**config.mk**
```make
export PLATFORM = sky130hd
export DESIGN_NAME = instr_mem_responder
export DESIGN_NICKNAME = d
export VERILOG_FILES = /design/src/rtl/instr_mem_responder.sv
export SDC_FILE = /design/constraint.sdc
export NUM_CORES = 1
export LEC_CHECK = 0
export CAP_MARGIN = 20
export CORE_MARGIN = 2
export CORE_UTILIZATION = 55
export CTS_CLUSTER_SIZE = 24
export DETAILED_ROUTE_END_ITERATION = 10
export GPL_TIMING_DRIVEN = 0
export PLACE_DENSITY = 0.7
export SKIP_LAST_GASP = 1
export SLEW_MARGIN = 20
export SYNTH_ARGS = -nofsm -noshare
export SYNTH_HDL_FRONTEND = slang
export SYNTH_SLANG_ARGS = --single-unit
```
**constraint.sdc**
```tcl
create_clock -name clk -period 6.8 [get_ports clk]
set_clock_uncertainty 0.05 [all_clocks]
set_input_delay 1.7 -clock clk [delete_from_list [all_inputs] [get_ports clk]]
set_output_delay 1.7 -clock clk [all_outputs]
set_load 0.005 [all_outputs]
```
**src/rtl/instr_mem_responder.sv**
```systemverilog
// Direct-mapped instruction cache answering IFStage fetches.
// Misses are filled one word at a time from a req/ready backing store.
module instr_mem_responder #(
    parameter int IDX_W = 4,
    parameter int CNT_W = 16
) (
    input  logic             clk,
    input  logic             reset,
    input  logic [31:0]      pc,
    input  logic             inv,
    output logic             hit,
    output logic [31:0]      instr_word,
    output logic             mem_req,
    output logic [31:0]      mem_addr,
    input  logic             mem_ready,
    input  logic [31:0]      mem_rdata,
    output logic             busy,
    output logic [CNT_W-1:0] hit_cnt,
    output logic [CNT_W-1:0] miss_cnt
);

    localparam int LINES = 2 ** IDX_W;
    localparam int TAG_W = 30 - IDX_W;

    typedef enum logic [1:0] {
        IDLE,
        REQ,
        FILL
    } state_t;

    state_t state;
    state_t stateNext;

    logic [LINES-1:0] valid;
    logic [TAG_W-1:0] tagArr [LINES];
    logic [31:0]      dataArr[LINES];

    logic [31:0]      missAddr;
    logic [31:0]      fillData;
    logic [IDX_W-1:0] idx;
    logic [TAG_W-1:0] pcTag;
    logic [IDX_W-1:0] fillIdx;
    logic [TAG_W-1:0] fillTag;
    logic             lookupHit;
    logic [1:0]       unusedPcBits;

    assign idx          = pc[IDX_W+1:2];
    assign pcTag        = pc[31:IDX_W+2];
    assign fillIdx      = missAddr[IDX_W+1:2];
    assign fillTag      = missAddr[31:IDX_W+2];
    assign unusedPcBits = pc[1:0];

    assign lookupHit  = (state == IDLE) && valid[idx] && (tagArr[idx] == pcTag);
    assign hit        = lookupHit;
    assign instr_word = lookupHit ? dataArr[idx] : 32'h0;
    assign mem_req    = (state == REQ);
    assign mem_addr   = (state == REQ) ? missAddr : 32'h0;
    assign busy       = (state != IDLE);

    // Next-state decode: a miss in IDLE starts a fill, which always completes.
    always_comb begin
        stateNext = state;
        unique case (state)
            IDLE:    if (!lookupHit) stateNext = REQ;
            REQ:     if (mem_ready) stateNext = FILL;
            FILL:    stateNext = IDLE;
            default: stateNext = IDLE;
        endcase
    end

    // State register.
    always_ff @(posedge clk) begin
        if (reset) begin
            state <= IDLE;
        end else begin
            state <= stateNext;
        end
    end

    // Latch the miss address on entry to REQ and the fill word on ready.
    always_ff @(posedge clk) begin
        if (reset) begin
            missAddr <= 32'h0;
        end else begin
            if (state == IDLE && !lookupHit) begin
                missAddr <= {pc[31:2], 2'b00};
            end
            if (state == REQ && mem_ready) begin
                fillData <= mem_rdata;
            end
        end
    end

    // Valid bits: invalidate beats a same-cycle fill.
    always_ff @(posedge clk) begin
        if (reset) begin
            valid <= '0;
        end else if (inv) begin
            valid <= '0;
        end else if (state == FILL) begin
            valid[fillIdx] <= 1'b1;
        end
    end

    // Tag and data storage, overwritten unconditionally on fill.
    always_ff @(posedge clk) begin
        if (!reset && state == FILL) begin
            tagArr[fillIdx]  <= fillTag;
            dataArr[fillIdx] <= fillData;
        end
    end

    // Saturating hit/miss statistics, sampled only while IDLE.
    always_ff @(posedge clk) begin
        if (reset) begin
            hit_cnt  <= '0;
            miss_cnt <= '0;
        end else if (state == IDLE) begin
            if (lookupHit) begin
                if (hit_cnt != '1) hit_cnt <= hit_cnt + CNT_W'(1);
            end else begin
                if (miss_cnt != '1) miss_cnt <= miss_cnt + CNT_W'(1);
            end
        end
    end

endmodule

```
==> summary.md, run 1 <==
| Metric | Value |
|---|---|
| Run status | `complete, no violations` |
| Fin crit share | `99.98%` |
| Synth unique cells | `67` |
| IO Count | `167` |
| Worst Tran Pin Value | `1.074 ns` |
| I/O Buffers | `159` |
| First-pass GRT wire length | `151300 um` |
| Synth Area per Inst | `20.73 um2` |
| CTS tree | `built` |
| CTS sink cnt | `1040` |
| Post-DP HPWL | `65680 um` |
| Die Y | `275.5 um` |
| Placed Cells | `3138` |
| Leading area contributor after synthesis | `edfxtp_1` |
| Routed Antenna Nets | `0` |
| Worst hold-check path type | `flop to flop` |
| Crit path from | `pc[4]` |
| Number of hold violations in the final report | `0` |
| Remaining Overflow, GRT | `0` |
| Average wire per standard cell | `31.45 um` |
| Synth warn | `0` |
| Detailed Route WL | `105300 um` |
| Clk Latency, worst-skew pair | `0.67 ns` |
| Ranking of synthesized cells by area | `edfxtp_1 71%, mux4_2 14%, dfxtp_1 4.0%, mux2i_1 2.3%, nor2_1 0.80%` |
| Sequential area share after synthesis | `75.08%` |
| Post-synth EDFFs | `960` |
| Max-cap violations | `0` |
| Core Rows | `99` |
| GP Congestion | `0.8486` |
| Clk root buf | `clkbuf_16` |
| Count leader, synth | `edfxtp_1` |
| TritonRoute pass-1 iters | `5` |
| Die X | `275.5 um` |
| Htree depth | `3` |
| Placed inst area | `0.04501 mm2` |
| Rel. slew slack | `28.40%` |
| Pleak | `16.30 nW` |
| Max-slew violations | `0` |
| Fin Hold WS | `0.4519 ns` |
| Final setup fails | `0` |
| PD cells | `271.7 mW/mm2` |
| Number of remaining DRC errors | `0` |
| Share of cells above drive strength 1 | `27.25%` |
| Initial drt markers | `2662` |
| Clock tree buffer depth | `3` |
| Kind of critical path | `primary input to primary output` |
| Initial core utilization | `55.55%` |
| Fmax | `0.1471 GHz` |
| Worst-path clk slew | `0.06 ns` |
| Initial antenna violation count | `2` |
| Reg-to-Reg Start | `tagArr[1][23]` |
| Top cell types by occurrence after synthesis | `960 x edfxtp_1, 250 x mux4_2, 94 x mux2i_1, 86 x nor2_1, 80 x dfxtp_1` |
| Post-synthesis cell count | `1955` |
| Final instance area | `0.04921 mm2` |
| Finished Layout Cells | `3349` |
| Die area | `0.07588 mm2` |
| Startpoint Class | `primary input` |
| Worst-path maximum fanout | `19` |
| Num CTS Buffers | `102` |
| Mapped cell area | `0.04053 mm2` |
| Place WS | `-1.968 ns` |
| Hold wc startpoint | `valid[11]` |
| Crit path DAT | `5.05 ns` |
| Via count | `21.69k` |
| Crit path required time | `5.05 ns` |
| Ys async rst share | `0%` |
| Largest net degree at the start of global routing | `33` |
| Yosys top cell area share | `71.13%` |
| Unrepaired setup endpoints after global routing | `yes` |
| Worst VDD drop | `0.0002460 V` |
| Gr usage total | `28.26%` |
| Synth Flop Type | `edfxtp_1` |
| Min cycle time layout | `6.798 ns` |
| Post-route setup slack | `0.001583 ns` |
| Number of nets in the layout | `2374` |
| Synthesized flop and latch total | `1040` |
| Crit end category | `primary output` |
| Vias in the first global route | `22.02k` |
| Core area | `0.07296 mm2` |
| Layout area overhead | `21.43%` |
| Vias per cell | `6.475` |
| Cts hold-fix bufs | `0` |
registers in the layout, summed over array words and instances, names as in the netlist:
signal and cells:
dataArr 512, fillData 32, hit_cnt 16, missAddr 30, miss_cnt 16, state 2, tagArr 416, valid 16
metal layers:
metal,up-vias,GRT usage (%),routed length (um)
li1,8750,-,-
met1,11480,38.05,39530
met2,1246,47.81,53770
met3,210,4.124,8637
met4,0,9.744,3397
met5,-,0,0
path summary, 6_finish.rpt:
path         slack, ns  depth (start not counted)            end
min reg2reg       0.45                          2      valid[11]
min               0.45                          2      valid[11]
max              0.002                         13  instr_word[1]
max reg2reg       2.94                         12    hit_cnt[10]
placed cells by master, fill, tap and decap left out, types with 17 or more instances in the layout:
cell	n
and2_1	33
clkinv_2	17
buf_16	39
nor2b_1	31
clkdlybuf4s50_1	125
mux4_2	253
dlygate4sd2_1	19
xnor2_1	19
nand2_1	19
buf_4	40
buf_12	36
clkbuf_1	47
clkinv_1	18
nand3_1	24
a21oi_1	37
clkbuf_16	109
dfxtp_1	80
nor2_1	69
mux2i_1	92
edfxtp_1	960
logic make-up (layout without fill, tap and decap cells):
family	count (synthesis)	count (layout)	synth area share (%)
muxes	366	366	17.05
other	1	3	0.009253
xor gates and xnor gates	36	36	0.7780
adders and majority gates	2	2	0.06173
buffers and inverters	126	559	1.541
DFF	1040	1040	75.08
and+or+nand+nor	280	280	3.714
AOI/OAI and AO/OA	104	104	1.769
final cells by class:
| cell class | instances | area [um2] |
|---|---|---|
| Fill cell | 4480 | 23740 |
| Clock inverter | 55 | 526.8 |
| Clock buffer | 134 | 2806 |
| Tap cell | 959 | 1200 |
| Buffer | 107 | 979.7 |
| Inverter | 17 | 65.06 |
| Antenna cell | 1 | 2.502 |
| Sequential cell | 1040 | 30430 |
| Timing Repair Buffer | 246 | 3387 |
| Multi-Input combinational cell | 790 | 9818 |
per-stage QoR:
step                 TNS, ns  total power, mW  utilization, %
detailed placement    -57.83            7.848           61.69
global placement    -2384.35            7.822           59.38
CTS                  -0.4556            13.42           67.22
finish                     0            13.37           67.46
floorplan                  0            7.570               -
global route        -0.02694            13.70           67.45
critical path, cell delays in order:
cell           delay, ns
buf_12              0.12
buf_12              0.15
mux4_2              0.51
mux4_2              0.51
xnor2_2             0.23
nand4_1             0.29
nor4_4              0.33
nand3_4             0.21
buf_6               0.18
buf_4               0.12
buf_6               0.17
nor2b_4             0.22
dlygate4sd2_1       0.26
where the power goes:
part           internal, mW  switching, mW
logic                 0.331          0.357
clock network          3.24           2.37
registers              7.00         0.0782
timing repair:
| action | CTS | global route |
|---|---|---|
| endpoints found under the hold margin | 0 | 0 |
| cloned | 3 | 0 |
| pin swaps | 10 | 3 |
| setup endpoints to repair | 33 | 28 |
| setup buffers | 12 | 7 |
| gates resized for setup | 233 | 33 |
(Power assumes the default switching activity.)
==> run 2, diff against run 1 <==
ABC_CLOCK_PERIOD_IN_PS = 7500   (was not set)
clock period = 7.5 ns   (was 6.8 ns; I/O delays follow)
==> summary.md, run 2 (synthesis gave the netlist of run 1 again) <==
| Metric | Value |
|---|---|
| Core Rows | `99` |
| Clk Latency, worst-skew pair | `0.67 ns` |
| Antenna fix cells | `0` |
| TritonRoute pass-1 iters | `6` |
| Leading cell type in the layout, fill and taps excluded | `edfxtp_1` |
| CTS sink cnt | `1040` |
| Failing checks | `negative setup slack` |
| Vias per cell | `6.457` |
| Fill cells | `4536` |
| First-pass GRT wire length | `150400 um` |
| GP Congestion | `0.8486` |
| Post-DP HPWL | `65680 um` |
| Worst hold-check path type | `flop to flop` |
| Final instance area | `0.04878 mm2` |
| Share of cells above drive strength 1 | `26.31%` |
| Clk root buf | `clkbuf_16` |
| Pleak | `15.83 nW` |
| Vias in the first global route | `21.89k` |
| Detailed Route WL | `104200 um` |
| Run status | `finished with violations` |
| Routed Antenna Nets | `0` |
| Number of nets in the layout | `2357` |
| Num CTS Buffers | `102` |
| Placed Cells | `3138` |
| Initial antenna violation count | `1` |
| Worst-path clk slew | `0.06 ns` |
| Initial drt markers | `2526` |
| Fin crit share | `100.1%` |
| Initial core utilization | `55.55%` |
| I/O Buffers | `159` |
| Fin Hold WS | `0.4492 ns` |
| Clock tree buffer depth | `3` |
| Gr usage total | `28.04%` |
| Max FFs per register | `512` |
| Post-route setup slack | `-0.005839 ns` |
| Core area | `0.07296 mm2` |
| Htree depth | `3` |
| Total power | `12.10 mW` |
| Place WS | `-1.618 ns` |
| Most frequent cells in the layout | `960 x edfxtp_1, 250 x mux4_2, 157 x clkdlybuf4s50_1` |
| Worst-path maximum fanout | `10` |
| Worst Tran Pin Value | `1.082 ns` |
| Biggest regs | `dataArr x512, tagArr x416, fillData x32` |
| Average wire per standard cell | `31.28 um` |
| Die Y | `275.5 um` |
| Crit path DAT | `5.58 ns` |
| Crit end category | `primary output` |
| Rel. slew slack | `27.84%` |
| CTS tree | `built` |
| Die X | `275.5 um` |
| Placed inst area | `0.04501 mm2` |
| PD cells | `248.1 mW/mm2` |
| Startpoint Class | `primary input` |
| Max-cap violations | `0` |
| Remaining Overflow, GRT | `0` |
| Number of hold violations in the final report | `0` |
| Worst VDD drop | `0.0002227 V` |
| Min cycle time layout | `7.506 ns` |
| Largest reg by FF count | `dataArr` |
| Finished Core Util | `66.86%` |
| Number of remaining DRC errors | `0` |
| Largest net degree at the start of global routing | `33` |
| Unrepaired setup endpoints after global routing | `no` |
| Max-slew violations | `0` |
| Fmax | `0.1332 GHz` |
| Kind of critical path | `primary input to primary output` |
| IO Count | `167` |
| Die area | `0.07588 mm2` |
| Finished Layout Cells | `3331` |
| Crit path required time | `5.58 ns` |
| Via count | `21.51k` |
| Final setup fails | `1` |
| Layout area overhead | `20.36%` |
| Total negative slack | `-0.005839 ns` |
run 2: changes by cell type in the layout (fill, tap and decap cells not counted), sizes merged, moves of 4 or more:
cell	previous run	this run
clkdlybuf4s50	125	157
clkdlybuf4s15	5	1
buf	144	121
clkbuf	183	189
dlygate4sd2	19	0
dlymetal6s2s	10	1
run 2: worst paths after layout:
| path | start | to | slack (ns) | cells past startpoint |
|---|---|---|---|---|
| setup / recovery | pc[5] | instr_word[20] | -0.006 | 13 |
| hold / removal | valid[9] | valid[9] | 0.45 | 2 |
| setup reg to reg | tagArr[1][23] | missAddr[22] | 3.70 | 12 |
| hold reg to reg | valid[9] | valid[9] | 0.45 | 2 |
run 2: repair_timing:
item	4_1_cts	5_1_grt
pin swaps	6	4
gates resized for setup	130	36
buffers inserted	3	1
endpoints found under the setup margin	33	33
cloned	1	0
hold buffers	0	0
run 2: area by class of cell:
| cell class | count | area (um2) | share of cell area, % |
|---|---|---|---|
| Multi-Input combinational cell | 790 | 9754 | 20.00 |
| Clock buffer | 134 | 2806 | 5.753 |
| Timing Repair Buffer | 229 | 3219 | 6.599 |
| Sequential cell | 1040 | 30430 | 62.38 |
| Inverter | 17 | 65.06 | 0.1334 |
| Clock inverter | 55 | 526.8 | 1.080 |
| Buffer | 107 | 780.7 | 1.600 |
| Tap cell | 959 | 1200 | 2.460 |
run 2: per-layer routing:
| metal | part of all wire (%) | track usage [%] | wire (um) |
|---|---|---|---|
| met1 | 38 | 37.85 | 39460 |
| met4 | 3.2 | 9.403 | 3386 |
| met5 | 0 | 0 | 0 |
| met2 | 51 | 47.54 | 52980 |
| met3 | 8.0 | 4.002 | 8376 |
run 2: worst max-delay path: stages:
cell and delay [ns]:
buf_2 0.20, clkbuf_4 0.31, mux4_2 0.34, mux2i_1 0.22, xor2_1 0.32, a21oi_1 0.17, or3b_1 0.41, nor4_4 0.38
nand3_4 0.19, buf_12 0.22, clkbuf_8 0.20, nor2b_2 0.20, clkdlybuf4s50_1 0.53
run 2: power breakdown:
group	internal, mW	switching [mW]	total (mW)	leakage [nW]
Clock	2.94	2.15	5.09	1.61
Sequential	6.35	0.0705	6.42	9.30
Combinational	0.284	0.317	0.601	4.92
==> run 3, diff against run 2 <==
ABC_CLOCK_PERIOD_IN_PS = not set   (was 7500)
==> results of run 3 <==
The final DEF is identical to that of run 2; final timing and power are the same.
